## src/rtl/pipeline_pkg.sv

```systemverilog
// rtl/pipeline_pkg.sv - shared constants and sizing helper for the skid chain
// Purpose: default payload width, maximum chain depth, and the occupancy
//          counter width function used by pipeline_skid_chain.
// Ports:   none (package).
package pipeline_pkg;

  localparam int DEFAULT_WIDTH = 32;
  localparam int MAX_STAGES    = 8;

  // Counter must represent 0..2*stages inclusive (two entries per slot).
  function automatic int cnt_width(input int stages);
    return $clog2(2 * stages + 1);
  endfunction

endpackage

```

## src/rtl/pipeline_skid_slot.sv

```systemverilog
// rtl/pipeline_skid_slot.sv - one main + skid register pair with valid/ready
// Purpose: a two-entry register slice whose in_ready comes straight from a
//          flop, so no ready path crosses the slot combinationally.
// Ports:   clk, reset (sync, active-high), flush (sync clear),
//          in_valid/in_ready/in_data   upstream handshake,
//          out_valid/out_ready/out_data downstream handshake (from main reg).
module pipeline_skid_slot
  import pipeline_pkg::*;
#(
  parameter int WIDTH = DEFAULT_WIDTH
) (
  input  logic             clk,
  input  logic             reset,
  input  logic             flush,
  input  logic             in_valid,
  output logic             in_ready,
  input  logic [WIDTH-1:0] in_data,
  output logic             out_valid,
  input  logic             out_ready,
  output logic [WIDTH-1:0] out_data
);

  logic             main_valid;
  logic             skid_valid;
  logic [WIDTH-1:0] main_data;
  logic [WIDTH-1:0] skid_data;
  logic             in_fire;

  // Ready is only the skid flag: the slot can always absorb one more entry
  // while the skid register is free, whatever the downstream does.
  assign in_ready  = !skid_valid;
  assign in_fire   = in_valid && in_ready;
  assign out_valid = main_valid;
  assign out_data  = main_data;

  always_ff @(posedge clk) begin
    if (reset || flush) begin
      main_valid <= 1'b0;
      skid_valid <= 1'b0;
      main_data  <= '0;
      skid_data  <= '0;
    end else if (!main_valid || out_ready) begin
      // Main is free this edge: the older skid entry goes first.
      main_valid <= skid_valid || in_fire;
      skid_valid <= 1'b0;
      if (skid_valid) begin
        main_data <= skid_data;
      end else if (in_fire) begin
        main_data <= in_data;
      end
    end else if (in_fire) begin
      // Main is stalled: park the accepted entry in skid.
      skid_valid <= 1'b1;
      skid_data  <= in_data;
    end
  end

endmodule

```

## src/rtl/pipeline_skid_chain.sv

```systemverilog
// rtl/pipeline_skid_chain.sv - STAGES chained skid slots with occupancy count
// Purpose: registered valid/ready pipeline of depth STAGES, capacity
//          2*STAGES, with flush and a registered occupancy counter.
// Ports:   clk, reset (sync, active-high, wins over flush), flush,
//          in_valid/in_ready/in_data   upstream handshake,
//          out_valid/out_ready/out_data downstream handshake,
//          occupancy                    number of entries currently held.
module pipeline_skid_chain
  import pipeline_pkg::*;
#(
  parameter int WIDTH  = DEFAULT_WIDTH,
  parameter int STAGES = 1,
  localparam int CNT_W = cnt_width(STAGES)
) (
  input  logic             clk,
  input  logic             reset,
  input  logic             flush,
  input  logic             in_valid,
  output logic             in_ready,
  input  logic [WIDTH-1:0] in_data,
  output logic             out_valid,
  input  logic             out_ready,
  output logic [WIDTH-1:0] out_data,
  output logic [CNT_W-1:0] occupancy
);

  localparam logic [CNT_W-1:0] ONE = CNT_W'(1);

  // Link i feeds slot i; link STAGES is the chain output.
  logic             link_valid [STAGES+1];
  logic             link_ready [STAGES+1];
  logic [WIDTH-1:0] link_data  [STAGES+1];

  assign link_valid[0]      = in_valid;
  assign link_data[0]       = in_data;
  assign in_ready           = link_ready[0];
  assign out_valid          = link_valid[STAGES];
  assign out_data           = link_data[STAGES];
  assign link_ready[STAGES] = out_ready;

  for (genvar i = 0; i < STAGES; i++) begin : g_slot
    pipeline_skid_slot #(
      .WIDTH(WIDTH)
    ) u_slot (
      .clk      (clk),
      .reset    (reset),
      .flush    (flush),
      .in_valid (link_valid[i]),
      .in_ready (link_ready[i]),
      .in_data  (link_data[i]),
      .out_valid(link_valid[i+1]),
      .out_ready(link_ready[i+1]),
      .out_data (link_data[i+1])
    );
  end

  logic in_fire;
  logic out_fire;

  assign in_fire  = in_valid && in_ready;
  assign out_fire = out_valid && out_ready;

  // Internal slot-to-slot moves leave the total unchanged, so only the two
  // chain ports affect the count.
  always_ff @(posedge clk) begin
    if (reset || flush) begin
      occupancy <= '0;
    end else if (in_fire && !out_fire) begin
      occupancy <= occupancy + ONE;
    end else if (out_fire && !in_fire) begin
      occupancy <= occupancy - ONE;
    end
  end

endmodule

```

## config.mk

```make
export PLATFORM = sky130hd
export DESIGN_NAME = pipeline_skid_chain
export DESIGN_NICKNAME = d
export VERILOG_FILES = /design/src/rtl/pipeline_pkg.sv /design/src/rtl/pipeline_skid_slot.sv /design/src/rtl/pipeline_skid_chain.sv
export SDC_FILE = /design/constraint.sdc
export NUM_CORES = 1
export LEC_CHECK = 0
export BUFFER_PORTS_ARGS = -buffer_cell sky130_fd_sc_hd__buf_2
export CORE_ASPECT_RATIO = 1.2
export CORE_MARGIN = 3
export CORE_UTILIZATION = 26
export DETAILED_ROUTE_END_ITERATION = 16
export PLACE_DENSITY = 0.48
export SLEW_MARGIN = 20
export SYNTH_ARGS = -nofsm -noshare
export SYNTH_HDL_FRONTEND = slang
export SYNTH_SLANG_ARGS = --single-unit
```

## constraint.sdc

```tcl
create_clock -name clk -period 4.2 [get_ports clk]
set_input_delay 0.63 -clock clk [delete_from_list [all_inputs] [get_ports clk]]
set_output_delay 0.63 -clock clk [all_outputs]
set_load 0.02 [all_outputs]
```

; ---- After elaboration in Yosys (flattened, before gate mapping)
; Cells that the tools add are included.
[totals]
output_inout_bits = 36
wordCells = 28
reg_bits = 68
input_bits = 37
[classes]
n_bitwise = 1
n_mux = 4
addsub = 2
reduce_logical = 16
[ops]
columns = cell, n
row1 = $mux W32, 2
row2 = $logic_and A1 B1 Y1, 4
row3 = $logic_not A1 Y1, 4
row4 = $mux W2, 2
row5 = $reduce_and A2 Y1, 2
row6 = $reduce_bool A2 Y1, 2
row7 = $logic_or A1 B1 Y1, 3
row8 = $add A2 B1 Y2 const B, 1
row9 = $reduce_or A2 Y1, 1
row10 = $sub A2 B1 Y2 const B, 1
row11 = $not A1 Y1, 1

; ---- Logic depth before layout (Yosys ltp)
[logic_depth]
depth_word = 6
depth_mapped = 7
depth_no_buf = 5

; ---- Hierarchy
; A second synthesis with hierarchy kept.
[unflattened]
cells_unflattened = 310
area_unflattened_um2 = 2925.3
[by_module_without_submodules]
columns = module, seq_area_each_um2, instances, area_per_inst_um2, cells_per_inst
row1 = pipeline_skid_slot, 1321.3, 1, 2821.5, 299
row2 = pipeline_skid_chain, 40.0, 1, 103.8, 11

; ---- Worst setup path before layout
; Ideal clock, no wire load.
[synth_timing]
path_kind = register to register
from = register g_slot[0].u_slot.skid_valid
to = register occupancy[1]
required_ns = 4.130
stages_incl_launch_ff = 7
path_slack_ns = 2.581
period_less_slack_ns = 1.619
arrival_time_ns = 1.549
path_buffers = 2
cell_sequence = dfxtp_1 -> buf_4 -> buf_2 -> nor2b_1 -> ha_1 -> or3_1 -> a21oi_1
[synth_via]
elab_chain_len = 5
elab_cells_between_ends = 7
cone_classes = mux: 1 / reduce/logical: 6
[synth_lines]
columns = item, line
row1 = "start, declared", pipeline_skid_slot.sv:24  ; logic skid_valid;
row2 = "start signal, assigned", pipeline_skid_slot.sv:39  ; skid_valid <= 1'b0;
row3 = "start signal, assigned", pipeline_skid_slot.sv:45  ; skid_valid <= 1'b0;
row4 = "start signal, assigned", pipeline_skid_slot.sv:53  ; skid_valid <= 1'b1;
row5 = $logic_not A1 Y1 (*), pipeline_skid_slot.sv:31  ; assign in_ready = !skid_valid;
row6 = $logic_and A1 B1 Y1 (*), -
row7 = via g_slot[0].u_slot.in_fire, pipeline_skid_slot.sv:27  ; logic in_fire;
row8 = $logic_not A1 Y1, pipeline_skid_chain.sv:70  ; end else if (out_fire && !in_fire) begin
row9 = $logic_and A1 B1 Y1, pipeline_skid_chain.sv:70
row10 = $reduce_bool A2 Y1 (no source line), -
row11 = "end signal, assigned", pipeline_skid_chain.sv:69  ; occupancy <= occupancy + ONE;
row12 = "end signal, assigned", pipeline_skid_chain.sv:71  ; occupancy <= occupancy - ONE;
row13 = "end, declared", pipeline_skid_chain.sv:24  ; output logic [CNT_W-1:0] occupancy
; The timed path passes the listed nets; every way through them passes the cells marked *.
; A chain may end at the register's enable or synchronous reset.

; ---- Worst setup path after layout
[layout_timing]
from = register g_slot[0].u_slot.skid_valid
to = output port in_ready
[layout_via]
elab_chain_len = 1
[layout_lines]
columns = item, line
row1 = $logic_not A1 Y1, pipeline_skid_slot.sv:31
row2 = "end, declared", pipeline_skid_chain.sv:19  ; output logic in_ready,
; Every way passes these cells.

==> metrics.csv <==
stage;metric;value;unit
cts;postCtsHoldBufs;0;
timing;holdWs;0.453;ns
timing;maxSlewViolCount;0;
pwr;switching_power;0.000365;W
setup_path;path_buf_inv;3;
setup_path;critPathRequiredTime;3.57;ns
timing;worst-slew-pin-transition;0.980;ns
layout;post_route_cells_drive_above_1_share;0.335;
die;core-area;0.0111;mm2
grt;grt_pass1_wl;12300;um
cts;path_clk_slew;0.05;ns
synth;ys_ff_latch;68;
placement;dp_hpwl;4710;um
grt;grt_max_degree;69;
route;drt_iter0_markers;103;
route;final_antenna_net_count;0;
die;rows;42;
pwr;ir_drop;0.000198;V
placement;io_buffers;72;
synth;synthMuxAreaShare;0.108;
setup_path;path_class;flip-flop to output port;
setup_path;slowest_stage;buf_4;
setup_path;path_depth;3;
timing;fin_crit;2.06;ns
synth;synth_top_cell_area_share;0.460;
pwr;combPwrFrac;0.099;
cts;worst_skew_pair.late_latency;0.32;ns
cts;cts_buffers;9;
timing;finalHoldViolCount;0;
synth;synth_largest_area_cell;dfxtp_1;
die;initial_utilization;0.267;
route;vias;2378;
setup_path;crit_chain;buf_4, inv_1, buf_2;
setup_path;cpPeakStageDelay;0.52;ns
synth;ys_top_cells_by_area;dfxtp_1, a211oi_2, a21oi_1;
setup_path;worst_ep_arrival_time;1.43;ns
timing;fin_crit_sh;0.490;
layout;final_core_util;0.328;
route;via_per_inst;4.54;
pwr;p_per_area;424;mW/mm2
grt;grt_overflow_total;0;
layout;antenna_cells;0;
cts;post-cts-setup-buffer-count;0;
worst_hold_path;whs_path_depth;2;
timing;max_slew_margin;0.347;
timing;setup_violations;0;
cts;cts-root-buf;clkbuf_16;
grt;grt_usage;0.126;
setup_path;reg2reg_depth;5;
grt;grt_pass1_vias;2358;
cts;htree_levels;3;
synth;synth_simple_gate_area_frac;0.108;
cts;tritoncts;yes;
pwr;clockPowerShare;0.465;
die;die_y;123;um
setup_path;crit_fanout;37;
timing;fin_setup_tns;0;ns
placement;post_dp_cell_area;0.00335;mm2
synth;synth_compound_gate_area_share;0.245;
pwr;intPower;0.00118;W
synth;yosysWarnings;0;
synth;synth-xor-area-share;0.00592;
placement;place_congestion;0.680;
setup_path;cp-start-kind;flip-flop;
die;ios;73;
die;die_w;103;um
synth;synth_top_family_by_area;compound AO/OA/AOI/OAI gates;
synth;mappedNetlistNets;349;
pwr;pwr-share-seq;0.436;
cts;cts.sinks;68;
pwr;power_leakage;1.31;nW
synth;synth.distinct_cells;25;
flow_run;drv_cap;0;
timing;fin_worst_skew;0.00406;ns
layout;final_nets;404;
route;drc;0;
timing;rsz0062_at_grt;false;
route;dr.pass1.iters;4;
worst_hold_path;worstHoldPathType;flip-flop to flip-flop;
die;die_area;0.0127;mm2
grt;antenna_found_initial;0;
layout;area_growth_syn_to_layout;23.1;%
setup_path;crit_path_end_kind;output port;
route;wl_per_cell;14.8;um
synth;syn_area;0.00296;mm2
synth;synth-adder-area-share;0.00423;
cts;cts_resized;0;
synth;yosysSeqAreaShare;0.460;
layout;stdcell_area;0.00364;mm2
timing;fmax;486;MHz
route;totalWireLength;7770;um
synth;syn_inst;311;
cts;cts_buffer_depth;2;
setup_path;crit_family;buffers and inverters;
run_status;status;completed;
pwr;switching_share;0.237;
synth;synth_area_per_cell;9.51;um2
## per-layer routing
layer	wire length [um]	up-vias	global-route usage
met5	0	-	0
met4	55	0	0.0389
met3	250	4	0.0324
met2	3860	38	0.205
met1	3610	1140	0.164
li1	-	1196	-
## final timing paths
check	from	end	slack (ns)
max	g_slot[0].u_slot.skid_valid$_SDFFE_PP0P_	in_ready	2.14
min	g_slot[0].u_slot.skid_data[26]$_SDFFE_PP0P_	g_slot[0].u_slot.skid_data[26]$_SDFFE_PP0P_	0.45
max reg2reg	g_slot[0].u_slot.skid_valid$_SDFFE_PP0P_	g_slot[0].u_slot.skid_data[7]$_SDFFE_PP0P_	2.28
min reg2reg	g_slot[0].u_slot.skid_data[26]$_SDFFE_PP0P_	g_slot[0].u_slot.skid_data[26]$_SDFFE_PP0P_	0.45
## power by group through the flow
stage               clock network [W]   logic, W  registers, W
global route                 0.000770   0.000168      0.000674
CTS                          0.000740   0.000155      0.000673
detailed placement                  0   0.000155      0.000687
global placement                    0   0.000153      0.000686
floorplan                           0  0.0000894      0.000704
finish                       0.000718   0.000152      0.000673
## worst min-delay path, delay by kind of cell (launching register included)
family | cells | cell delay (ns)
flip-flops | 1 | 0.30
AND/OR/NAND/NOR | 1 | 0.05
AO/OA/AOI/OAI | 1 | 0.05
## through the flow
stage / setup WS [ns] / instances / total power [W]
after detailed placement: 1.95 / 509 / 0.000842
after global placement: 1.94 / 509 / 0.000839
after CTS: 2.10 / 524 / 0.00157
after floorplan: 2.58 / 311 / 0.000793
final: 2.14 / 524 / 0.00154
after global routing: 2.05 / 524 / 0.00161
## cells in the final DEF (no fill, tap or decap)
| cell | n |
|---|---|
| clkbuf_16 | 9 |
| or2_4 | 1 |
| mux2i_1 | 32 |
| nand4bb_2 | 1 |
| xor2_1 | 2 |
| dfxtp_1 | 67 |
| nor2_1 | 2 |
| buf_4 | 4 |
| clkbuf_8 | 4 |
| or2_1 | 1 |
| nand2b_1 | 1 |
| nor3_1 | 1 |
| nand2_1 | 65 |
| a21oi_1 | 66 |
| or3_1 | 1 |
| and4bb_1 | 1 |
| a211oi_1 | 2 |
| nor2b_1 | 1 |
| ha_1 | 1 |
| inv_1 | 1 |
| dfxtp_2 | 1 |
| and2_4 | 1 |
| clkinv_2 | 1 |
| buf_2 | 72 |
| o21ai_0 | 1 |
| a211oi_2 | 30 |
| clkbuf_1 | 1 |
## synthesized netlist by cell type (all sizes together)
cell type and instances:
ha 1, nand4bb 1, and4bb 1, dfxtp 68
and2 1, xor2 2, nor3 1, clkbuf 14
nor2b 1, nand2 65, mux2i 32, or2 2
buf 18, nor2 2, inv 1, a211oi 32
o21ai 1, a21oi 66, nand2b 1, or3 1
## registers in the layout, indices dropped and copies added, names as in the netlist
signal and flops:
g_slot.u_slot.skid_data 32, g_slot.u_slot.skid_valid 1, g_slot.u_slot.out_data 32, g_slot.u_slot.out_valid 1, occupancy 2
## cell type report
| type | instances | area (um2) |
|---|---|---|
| flip-flops and latches | 68 | 1360 |
| multi-input cells | 210 | 1400 |
| fillers | 1168 | 7450 |
| clock buffers | 14 | 284 |
| well taps | 154 | 193 |
| inverters | 1 | 3.75 |
| clock inverters | 1 | 5.00 |
| repair buffers | 76 | 390 |
## kinds of logic (layout without fill, tap and decap cells)
kind of cell    Yosys count  after routing
xor+xnor                  2              2
mux                      32             32
buf+inv                  33             92
compound gates           99             99
fa+ha+maj                 1              1
flops                    68             68
simple gates             76             76
(Power assumes the default switching activity.)
